--- src/rtl/rr_tenure_sched.sv ---
// -----------------------------------------------------------------------------
// rr_tenure_sched
//
// Round-robin scheduler that shares one resource between N requesting
// masters. An owner keeps its grant while it holds its request. When the
// tenure limit is reached and another master is waiting, the owner is
// preempted. A programmable idle gap separates successive owners.
//
// Parameters:
//   N            number of masters (2..16)
//   MAX_HOLD     grant cycles before preemption is allowed; 0 = unlimited
//   HANDOVER_GAP idle cycles with no grant between owners (0..7)
//
// Ports:
//   i_clk        clock, rising edge
//   i_rst_n      asynchronous active-low reset
//   i_req        per-master level request, held until the master is done
//   o_gnt        one-hot (or zero) registered grant
//   o_gnt_id     index of the current owner; holds its value when idle
//   o_gnt_valid  OR of o_gnt, registered alongside it
//   o_preempt    one-cycle pulse when an owner is forcibly released
//   o_hold_cnt   cycles the current owner has held the grant (saturating)
//
// Optional build macro:
//   RR_TENURE_SCHED_ASSERT_EN  compiles the embedded protocol checker
//   (rr_tenure_sched_chk). Without it no checker code exists and the
//   scheduler behaves identically.
// -----------------------------------------------------------------------------

`ifdef RR_TENURE_SCHED_ASSERT_EN
// Protocol checker bound inside the scheduler when the macro is defined.
module rr_tenure_sched_chk #(
  parameter int N   = 4,
  parameter int IDW = 2
) (
  input logic           i_clk,
  input logic           i_rst_n,
  input logic [N-1:0]   i_req,
  input logic [N-1:0]   i_gnt,
  input logic [IDW-1:0] i_gnt_id,
  input logic           i_gnt_valid,
  input logic           i_preempt,
  input logic           i_in_gap
);

  logic [N-1:0] r_req_q;
  logic [N-1:0] r_gnt_q;

  // Delayed copies so a new grant can be checked against the requests of its grant edge.
  always_ff @(posedge i_clk or negedge i_rst_n) begin
    if (!i_rst_n) begin
      r_req_q <= '0;
      r_gnt_q <= '0;
    end else begin
      r_req_q <= i_req;
      r_gnt_q <= i_gnt;
    end
  end

  a_onehot0: assert property (@(posedge i_clk) disable iff (!i_rst_n) $onehot0(i_gnt))
    else $error("rr_tenure_sched: grant is not one-hot-or-zero (%b)", i_gnt);

  a_rst_gnt: assert property (@(posedge i_clk) !i_rst_n |-> (i_gnt == '0))
    else $error("rr_tenure_sched: grant active during reset");

  a_gnt_req: assert property (@(posedge i_clk) disable iff (!i_rst_n)
      (i_gnt_valid && (i_gnt != r_gnt_q)) |-> r_req_q[i_gnt_id])
    else $error("rr_tenure_sched: grant %0d issued without a request", i_gnt_id);

  a_gap_idle: assert property (@(posedge i_clk) disable iff (!i_rst_n) i_in_gap |-> (i_gnt == '0))
    else $error("rr_tenure_sched: grant issued during handover gap");

  a_preempt_pulse: assert property (@(posedge i_clk) disable iff (!i_rst_n) i_preempt |=> !i_preempt)
    else $error("rr_tenure_sched: preempt high for two consecutive cycles");

endmodule
`else
// Checker module is not compiled in the default build.
`endif

module rr_tenure_sched #(
  parameter  int N            = 4,
  parameter  int MAX_HOLD     = 16,
  parameter  int HANDOVER_GAP = 1,
  localparam int IDW          = (N > 1) ? $clog2(N) : 1,
  localparam int HW           = ($clog2(MAX_HOLD + 1) > 1) ? $clog2(MAX_HOLD + 1) : 1
) (
  input  logic           i_clk,
  input  logic           i_rst_n,
  input  logic [N-1:0]   i_req,
  output logic [N-1:0]   o_gnt,
  output logic [IDW-1:0] o_gnt_id,
  output logic           o_gnt_valid,
  output logic           o_preempt,
  output logic [HW-1:0]  o_hold_cnt
);

  typedef enum logic [1:0] {
    S_IDLE  = 2'd0,
    S_GRANT = 2'd1,
    S_GAP   = 2'd2
  } state_t;

  // With unlimited tenure the counter simply saturates at its width maximum.
  localparam int             HOLD_SAT_I = (MAX_HOLD != 0) ? MAX_HOLD : ((1 << HW) - 1);
  localparam logic [HW-1:0]  HOLD_SAT   = HOLD_SAT_I[HW-1:0];
  localparam logic [HW-1:0]  HOLD_ONE   = HW'(1);
  // The gap counter is loaded with GAP-1 so the state lasts exactly GAP cycles.
  localparam int             GAP_INIT_I = (HANDOVER_GAP > 0) ? (HANDOVER_GAP - 1) : 0;
  localparam logic [2:0]     GAP_INIT   = GAP_INIT_I[2:0];
  localparam bit             GAP_EN     = (HANDOVER_GAP > 0);
  localparam bit             TENURE_EN  = (MAX_HOLD != 0);
  // Last owner starts at N-1 so master 0 is first in line after reset.
  localparam logic [IDW-1:0] LAST_INIT  = IDW'(N - 1);

  state_t         r_state;
  logic [N-1:0]   r_gnt;
  logic           r_gnt_valid;
  logic [IDW-1:0] r_gnt_id;
  logic [IDW-1:0] r_last_id;
  logic           r_preempt;
  logic [HW-1:0]  r_hold_cnt;
  logic [2:0]     r_gap_cnt;

  logic [N-1:0]   w_req_eff;
  logic           w_found;
  logic [IDW-1:0] w_win;
  logic           w_others;
  logic           w_release;
  logic           w_expire;

  function automatic logic [N-1:0] f_onehot(input logic [IDW-1:0] idx);
    logic [N-1:0] v;
    v      = '0;
    v[idx] = 1'b1;
    return v;
  endfunction

  // Round-robin search from last_id+1. The current owner is masked out so that
  // on preemption it can only win last; in IDLE/GAP r_gnt is zero so the mask is inert.
  // Walking from lowest to highest priority lets the highest-priority hit overwrite.
  always_comb begin
    logic [IDW-1:0] w_k;
    w_req_eff = i_req & ~r_gnt;
    w_found   = 1'b0;
    w_win     = '0;
    w_k       = '0;
    for (int i = N - 1; i >= 0; i--) begin
      w_k     = IDW'((int'(r_last_id) + 1 + i) % N);
      w_found = w_found | w_req_eff[w_k];
      w_win   = w_req_eff[w_k] ? w_k : w_win;
    end
  end

  // Release and tenure-expiry conditions for the current owner.
  always_comb begin
    w_others  = |(i_req & ~r_gnt);
    w_release = ~i_req[r_gnt_id];
    w_expire  = TENURE_EN && (r_hold_cnt == HOLD_SAT) && w_others;
  end

  // Scheduler FSM with all outputs registered.
  always_ff @(posedge i_clk or negedge i_rst_n) begin
    if (!i_rst_n) begin
      r_state     <= S_IDLE;
      r_gnt       <= '0;
      r_gnt_valid <= 1'b0;
      r_gnt_id    <= '0;
      r_last_id   <= LAST_INIT;
      r_preempt   <= 1'b0;
      r_hold_cnt  <= '0;
      r_gap_cnt   <= 3'd0;
    end else begin
      r_preempt <= 1'b0;
      case (r_state)
        S_IDLE: begin
          if (w_found) begin
            r_state     <= S_GRANT;
            r_gnt       <= f_onehot(w_win);
            r_gnt_valid <= 1'b1;
            r_gnt_id    <= w_win;
            r_last_id   <= w_win;
            r_hold_cnt  <= HOLD_ONE;
          end else begin
            r_gnt       <= '0;
            r_gnt_valid <= 1'b0;
            r_hold_cnt  <= '0;
          end
        end

        S_GRANT: begin
          if (w_release || w_expire) begin
            // A release that coincides with expiry is an ordinary release.
            r_preempt <= ~w_release;
            if (GAP_EN) begin
              r_state     <= S_GAP;
              r_gap_cnt   <= GAP_INIT;
              r_gnt       <= '0;
              r_gnt_valid <= 1'b0;
              r_hold_cnt  <= '0;
            end else if (w_found) begin
              // Zero gap: hand the grant straight to the next winner.
              r_state     <= S_GRANT;
              r_gnt       <= f_onehot(w_win);
              r_gnt_valid <= 1'b1;
              r_gnt_id    <= w_win;
              r_last_id   <= w_win;
              r_hold_cnt  <= HOLD_ONE;
            end else begin
              r_state     <= S_IDLE;
              r_gnt       <= '0;
              r_gnt_valid <= 1'b0;
              r_hold_cnt  <= '0;
            end
          end else begin
            if (r_hold_cnt != HOLD_SAT) begin
              r_hold_cnt <= r_hold_cnt + HOLD_ONE;
            end else begin
              r_hold_cnt <= r_hold_cnt;
            end
          end
        end

        S_GAP: begin
          if (r_gap_cnt == 3'd0) begin
            if (w_found) begin
              r_state     <= S_GRANT;
              r_gnt       <= f_onehot(w_win);
              r_gnt_valid <= 1'b1;
              r_gnt_id    <= w_win;
              r_last_id   <= w_win;
              r_hold_cnt  <= HOLD_ONE;
            end else begin
              r_state     <= S_IDLE;
              r_gnt       <= '0;
              r_gnt_valid <= 1'b0;
              r_hold_cnt  <= '0;
            end
          end else begin
            r_gap_cnt <= r_gap_cnt - 3'd1;
          end
        end

        default: begin
          r_state     <= S_IDLE;
          r_gnt       <= '0;
          r_gnt_valid <= 1'b0;
          r_hold_cnt  <= '0;
        end
      endcase
    end
  end

  assign o_gnt       = r_gnt;
  assign o_gnt_id    = r_gnt_id;
  assign o_gnt_valid = r_gnt_valid;
  assign o_preempt   = r_preempt;
  assign o_hold_cnt  = r_hold_cnt;

`ifdef RR_TENURE_SCHED_ASSERT_EN
  logic w_in_gap;
  assign w_in_gap = (r_state == S_GAP);

  rr_tenure_sched_chk #(
    .N   (N),
    .IDW (IDW)
  ) u_chk (
    .i_clk       (i_clk),
    .i_rst_n     (i_rst_n),
    .i_req       (i_req),
    .i_gnt       (r_gnt),
    .i_gnt_id    (r_gnt_id),
    .i_gnt_valid (r_gnt_valid),
    .i_preempt   (r_preempt),
    .i_in_gap    (w_in_gap)
  );
`else
  // No checker instance in the default build.
`endif

endmodule

--- config.mk ---
export PLATFORM = sky130hd
export DESIGN_NAME = rr_tenure_sched
export DESIGN_NICKNAME = d
export VERILOG_FILES = /design/src/rtl/rr_tenure_sched.sv
export SDC_FILE = /design/constraint.sdc
export NUM_CORES = 1
export LEC_CHECK = 0
export CAP_MARGIN = 25
export CORE_MARGIN = 2
export CORE_UTILIZATION = 52
export DETAILED_ROUTE_END_ITERATION = 12
export PLACE_DENSITY = 0.87
export SETUP_SLACK_MARGIN = 0.02
export SYNTH_ARGS = -nofsm -noshare
export SYNTH_HDL_FRONTEND = slang
export SYNTH_SLANG_ARGS = --single-unit
--- constraint.sdc ---
create_clock -name i_clk -period 2.5 [get_ports i_clk]
set_clock_uncertainty 0.2 [all_clocks]
set_input_delay 0.25 -clock i_clk [delete_from_list [all_inputs] [get_ports i_clk]]
set_output_delay 0.25 -clock i_clk [all_outputs]
set_load 0.005 [all_outputs]
* After elaboration in Yosys (flattened, before gate mapping) *
Cells that the tools add are included.

word-level totals
  bits in registers = 20
  input bits = 6
  output and inout port bits = 13

operators by class
  reductions and logical operators = 13
  $lt $le $gt $ge = 7
  mux-type cells = 45
  $add $sub $neg = 6
  equality and inequality tests = 9
  bitwise gates (word level) = 6

operator list
  kind                                                count
  2-to-1 mux 2 bit                                    11
  < comparator 2 x 3 -> 1 bit, second input constant  6
  2-to-1 mux 5 bit                                    3
  one-hot mux 5 bit (3 select lines)                  1
  2-to-1 mux 1 bit                                    13
  2-to-1 mux 4 bit                                    3
  one-hot mux 4 bit (3 select lines)                  1
  binary-select mux 1 bit (select 2 bit)              5
  != test 2 bit, second input constant                4
  one-hot mux 2 bit (2 select lines)                  2
  2-to-1 mux 3 bit                                    2
  one-hot mux 2 bit (3 select lines)                  1
  one-hot mux 3 bit (2 select lines)                  1
  AND reduction 2 bit                                 3
  AND reduction 3 bit                                 2
  adder 5 x 1 -> 5 bit, second input constant         1
  equality test 5 bit, second input constant          1
  != test 5 bit, second input constant                1
  adder 2 x 1 -> 2 bit, second input constant         2
  adder 2 bit, second input constant                  2
  bitwise AND 4 bit                                   1
  NOT 4 bit                                           1
  nonzero test 2 bit                                  2
  OR reduction 4 bit                                  1
  other kinds (13)                                    16

* Logic depth before layout (Yosys ltp) *
Gate-level depths: netlist of run 1.

  word-level depth = 15
  gate-level depth with buffers = 7

* Worst setup path before layout of run 1 *
No wires, ideal clock.

  path kind = flip-flop to flip-flop
  start point = register r_gap_cnt[0]
  end point = register r_gnt_id[0], in the netlist o_gnt_id[0]
  data arrival time = 1.522 ns
  data required time = 2.175 ns
  buffers on the path = 0
  clock period less this slack = 1.847 ns
  library setup time = 0.125 ns
  path slack = 0.653 ns
  stages on the path, launching flop included = 7
  cell sequence = dfrtp_1 inv_1 ha_1 nand2b_1 and3_1 nor3_1 mux2_2

between the ends
  cells in the longest elaborated chain, start to end = 3

ends and longest elaborated chain
  element                               line  RTL
  from (decl)                           123   logic [2:0] r_gap_cnt;
  from (signal assigned)                240   r_gap_cnt <= r_gap_cnt - 3'd1;
  logical NOT 3 bit                     225   if (r_gap_cnt == 3'd0) begin
  != test 2 bit (no source line)        n/a
  AND reduction 2 bit (no source line)  n/a
  to (signal assigned)                  181   r_gnt_id <= w_win;
  to (signal assigned)                  206   r_gnt_id <= w_win;
  to (signal assigned)                  230   r_gnt_id <= w_win;
  to (decl)                             119   logic [IDW-1:0] r_gnt_id;

Every way passes these cells.
A chain may end at the register's enable or synchronous reset.

* Worst setup path in the final report of run 1 *
  start point = register r_gap_cnt[0]
  end point = register r_gnt_id[1], in the netlist o_gnt_id[1]

The elaborated chain is that of the path after synthesis.

==> results of run 1 <==
[registers in the layout (all words and copies together), names as in the netlist]
name	flops
o_preempt	1
o_hold_cnt	5
r_state	2
r_gap_cnt	3
o_gnt_id	2
r_last_id	2
o_gnt_valid	1
o_gnt	4
[area by class of cell]
cell class | instances | area share
Tap cell | 28 | 0.0242
Multi-Input combinational cell | 79 | 0.433
Clock buffer | 4 | 0.0182
Inverter | 14 | 0.0363
Sequential cell | 20 | 0.348
Timing Repair Buffer | 21 | 0.140
[cell families (layout without fill, tap and decap cells)]
kind of cell | Yosys count | count (layout) | share of synthesized area
and+or+nand+nor | 37 | 37 | 0.204
DFF | 20 | 20 | 0.422
muxes | 5 | 5 | 0.0430
buffers and inverters | 16 | 39 | 0.0525
adders and majority gates | 4 | 4 | 0.0420
AOI/OAI and AO/OA | 33 | 33 | 0.237
[per-layer routing]
| layer | vias to the layer above | global-route usage | part of all wire |
|---|---|---|---|
| li1 | 476 | - | - |
| met2 | 46 | 0.352 | 0.47 |
| met3 | 13 | 0.0575 | 0.067 |
| met4 | 0 | 0.110 | 0.033 |
| met1 | 475 | 0.296 | 0.43 |
| met5 | - | 0 | 0 |
[through the flow]
| step | worst slack, ns | cells | instance area [um^2] | hold WS (ns) | utilization |
|---|---|---|---|---|---|
| 3_3_place_gp | 0.371 | 162 | 1420 | 0.315 | 0.648 |
| 6_report | 0.380 | 166 | 1450 | 0.0631 | 0.660 |
| 5_1_grt | 0.256 | 166 | 1450 | 0.113 | 0.660 |
| 3_5_place_dp | 0.322 | 162 | 1420 | 0.317 | 0.648 |
| 4_1_cts | 0.407 | 166 | 1450 | 0.0759 | 0.660 |
| 2_1_floorplan | 0.653 | 115 | 1190 | -0.246 | - |
[placed cells by master, fill, tap and decap left out, types with 2 or more instances in the layout]
cell type,instances
clkbuf_4,3
nand2b_1,4
nand3b_1,2
or3_1,2
buf_4,3
clkdlybuf4s50_1,18
nand3_1,5
nor2_1,3
mux2i_1,4
a32o_1,2
dfrtp_1,18
ha_1,4
and2b_1,3
o21ai_0,4
o22ai_1,6
nand2_1,7
dfstp_2,2
inv_1,13
[power groups by stage]
stage               clock [uW]  combinational [uW]  sequential [uW]
floorplan                    0                 512              553
global placement             0                 747              568
detailed placement           0                 768              579
CTS                        162                 775              574
global route               175                 858              594
finish                     163                 780              578
[critical path, cell delays in order (launching register included)]
cell      delay (ns)
dfrtp_1         0.39
inv_1           0.09
ha_1            0.16
nand2b_1        0.08
and3_1          0.34
or4_4           0.61
o21a_1          0.13
[path summary, 6_finish.rpt]
kind	startpoint	to	slack [ns]	depth (start not counted)
max	r_gap_cnt[0]	o_gnt_id[1]	0.38	6
min	i_rst_n	r_gap_cnt[1]	0.06	2
max reg2reg	r_gap_cnt[0]	o_gnt_id[1]	0.38	6
min reg2reg	o_gnt_valid	o_gnt_valid	0.35	2
max in group asynchronous	i_rst_n	r_last_id[1]	1.77	2
min in group i_clk	o_gnt_valid	o_gnt_valid	0.35	2
==> out/results.txt, run 1 <==
WL final -> 2.59 mm
Internal Pwr Total -> 897 uW
CTS root buf -> clkbuf_4
Crit. End Element -> register
antenna viol nets, final -> 0
clock share of power -> 0.107
Async SR Flop Fraction -> 1.00
Area Growth Syn to Fin -> 21.3%
post_cts resized -> 0
sequential share of the synthesized area -> 0.422
Final Max Tran Viols -> 0
post-CTS setup buffer count -> 0
DR pass1 iterations -> 4
#FFs+latches synth -> 20
vias in the first global route -> 921
sequential power share -> 0.380
die height -> 51.9 um
Cells after Synth -> 115
Syn Nets -> 125
Yosys top cell by area -> dfrtp_1
vias per inst -> 6.08
P_sw -> 623 uW
Worst EP arrival -> 2.12 ns
worst-path maximum fanout -> 13
period utilization -> 0.848
switching share of power -> 0.410
syn avg cell area -> 10.4 um^2
Fillers -> 171
routability congestion estimate -> 0.834
sequential cell area -> 503 um^2
Yosys top cell area share -> 0.378
Overflow after GRT -> 0
Worst-Skew Late Latency -> 0.30 ns
core area -> 2190 um^2
GR Util All Layers -> 0.228
cell with the most instances after synthesis -> dfrtp_1
DRC viols -> 0
Initial Utilization -> 0.544
count of endpoints failing setup in the final report -> 0
via count -> 1010
clk buf depth -> 2
worst min path class -> input port to asynchronous set/reset pin
pin count of the biggest net entering global routing -> 21
DR WL/cell -> 15.6 um
multi-input logic area -> 627 um^2
std cell rows -> 17
TritonCTS clock tree -> done
Tightest Pin Transition -> 0.469 ns
Max-Cap Viols -> 0
overall die width -> 51.9 um
top_reg_cell synth -> dfrtp_1
max_slew headroom -> 0.687
die area -> 2690 um^2
PwrDens -> 1050 nW/um^2
Critical Path Source Type -> register
Synth area leaders -> dfrtp_1 38%, dfstp_2 4.4%, ha_1 4.2%
min Tclk post-route -> 2.12 ns
placed wire-length estimate -> 1.92 mm
Yosys warnings -> 0
CTS Buf Count -> 3
Comb pwr share -> 0.513
setup TNS -> 0 ns
initial antenna violation count -> 0
ANT cells -> 0
Critical Path RT -> 2.50 ns
layout cells sized above 1 -> 0.152
I/O pin cnt -> 19
nets -> 149
Port Buffers -> 18
Initial DRC Count -> 35
outcome -> complete, no violations
clock sinks -> 20
EDFF count, synth -> 0
CTS Hold Buffers Added -> 0
Total Power -> 1520 uW
Achievable Freq -> 0.472 GHz
Max VDD drop -> 0.810 mV
first-pass GRT wire length -> 4.48 mm
mapped cell area -> 1190 um^2
Final Hold Vio Count -> 0
critical path class -> register to register
Lkg Pwr -> 0.000605 uW
most frequent cells after synthesis -> 18 x dfrtp_1, 13 x inv_1, 7 x nand2_1, 6 x o22ai_1, 5 x nand3_1
clk slew on worst S/H paths -> 0.11 ns
RSZ-0062 raised after global routing -> false
Yosys cell types -> 50
Clock H-tree levels -> 1
Note: power is estimated with default switching activity, not from simulation.
==> run 2, diff against run 1 <==
Clock period 2.5 ns to 2.1 ns, I/O delays scaled along.
==> run 2 against run 1 <==
  * Non-clock buffer count up 4
  * Critical path depth increased by 1
  * First-iteration DRC count decreased by 31%
  * Worst setup slack worse by 0.25 ns
  * Flip-flop and latch count unchanged
  * Global-route usage is 1.3 points higher
  * Register-to-register slack got worse by 0.25 ns
  * Sequential power is 20% higher
  * Largest cell class unchanged
  * Via count rose by 0.99%
  * Utilization grew 2.6 points
  * Maximum frequency grew 7.6%
  * Total power is 25% higher
==> out/results.txt, run 2 (synthesis results as in run 1) <==
GR Util All Layers -> 0.241
DRC viols -> 0
placed wire-length estimate -> 2.14 mm
worst min path class -> input port to asynchronous set/reset pin
Worst path max stage delay -> 0.42 ns
ANT cells -> 0
Final Max Tran Viols -> 0
CTS Buf Count -> 3
overall die width -> 51.9 um
outcome -> complete, no violations
count of endpoints failing setup in the final report -> 0
routability congestion estimate -> 0.848
Crit. End Element -> register
std cell rows -> 17
placed cells -> 166
I/O pin cnt -> 19
worst r2r path cells -> 7
vias per inst -> 6.00
Port Buffers -> 18
period utilization -> 0.939
Internal Pwr Total -> 1120 uW
post_cts resized -> 0
max_slew headroom -> 0.616
Lkg Pwr -> 0.000631 uW
clk buf depth -> 2
register-to-register setup slack -> 0.13 ns
Max-Cap Viols -> 0
PwrDens -> 1260 nW/um^2
Achievable Freq -> 0.507 GHz
Fin Hold WS -> 0.0668 ns
pin count of the biggest net entering global routing -> 13
DR pass1 iterations -> 4
Total Power -> 1890 uW
die height -> 51.9 um
Critical Path Source Type -> register
P_sw -> 770 uW
die area -> 2690 um^2
Worst-Skew Late Latency -> 0.29 ns
initial antenna violation count -> 0
sequential cell area -> 504 um^2
via count -> 1020
Initial Utilization -> 0.544
layout cells sized above 1 -> 0.218
antenna viol nets, final -> 0
min Tclk post-route -> 1.97 ns
first-pass GRT wire length -> 4.78 mm
critical path class -> register to register
CP bufs+invs -> 2
CTS Hold Buffers Added -> 0
Fillers -> 160
core area -> 2190 um^2
worst-path maximum fanout -> 8
CTS root buf -> clkbuf_4
Clock H-tree levels -> 1
vias in the first global route -> 1029
delay-heaviest family, CP -> simple AND/OR/NAND/NOR gates
Max VDD drop -> 0.871 mV
Tightest Pin Transition -> 0.574 ns
fin worst setup slack -> 0.129 ns
critical path cell sequence -> inv_2, ha_1, nand2b_1, and3_4, buf_4, or4_1, o22ai_2
Cell Count, Final, Fillers Out -> 170
max reg flops -> 5
post-CTS setup buffer count -> 0
DR WL/cell -> 16.4 um
dpl ws -> -0.0872 ns
switching share of power -> 0.406
Critical Path RT -> 2.13 ns
slowest CP cell -> or4_1
RSZ-0062 raised after global routing -> false
stages on the worst setup path -> 7
clock sinks -> 20
commonest non-fill, non-tap cells in the layout -> 18 x clkdlybuf4s50_1, 17 x dfrtp_1, 12 x inv_1, 7 x nand2_1, 7 x buf_4
Overflow after GRT -> 0
WL final -> 2.79 mm
Area Growth Syn to Fin -> 26.1%
nets -> 153
sequential power share -> 0.367
Final Hold Vio Count -> 0
TritonCTS clock tree -> done
clk slew on worst S/H paths -> 0.11 ns
Worst EP arrival -> 2.00 ns
clock share of power -> 0.118
multi-input logic area -> 643 um^2
Comb pwr share -> 0.515
Initial DRC Count -> 24
commonest non-fill, non-tap cell in the layout -> clkdlybuf4s50_1
run 2: final timing paths:
path,to,from
worst min register to register,r_last_id[0],r_last_id[0]
worst max register to register,o_hold_cnt[2],r_gap_cnt[0]
worst max-delay path,o_hold_cnt[2],r_gap_cnt[0]
min in group i_clk,r_last_id[0],r_last_id[0]
worst min-delay path,o_gnt[3],i_rst_n
max in group asynchronous,o_gnt_id[0],i_rst_n
run 2: power by group through the flow:
stage	Clock (uW)	Combinational (uW)	Sequential, uW
finish	223	975	696
global route	245	1070	717
CTS	225	949	685
detailed placement	0	939	692
global placement	0	901	678
floorplan	0	610	659
run 2: final cells by class:
cell class,instances,area share
Timing Repair Buffer,25,0.155
Multi-Input combinational cell,79,0.428
Clock buffer,4,0.0241
Tap cell,28,0.0233
Inverter,14,0.0349
Sequential cell,20,0.335
run 2: worst register-to-register path, delay by kind of cell (launching register included):
kind / cells / cell delay [ns]
fa+ha+maj: 1 / 0.17
compound gates: 1 / 0.15
simple gates: 3 / 0.75
buf+inv: 2 / 0.24
flops: 1 / 0.41
run 2: per-stage QoR:
step,area (um^2),setup TNS (ns),utilization
after floorplan,1190,0,-
final,1500,0,0.686
after global placement,1450,0,0.662
after global routing,1500,0,0.686
after CTS,1490,0,0.678
after detailed placement,1450,-0.211,0.662
run 2: layer usage:
layer	GRT usage	vias to the layer above	share of wire
li1	-	485	-
met1	0.316	501	0.44
met2	0.397	26	0.51
met3	0.0460	8	0.036
met4	0.0833	0	0.023
met5	0	-	0
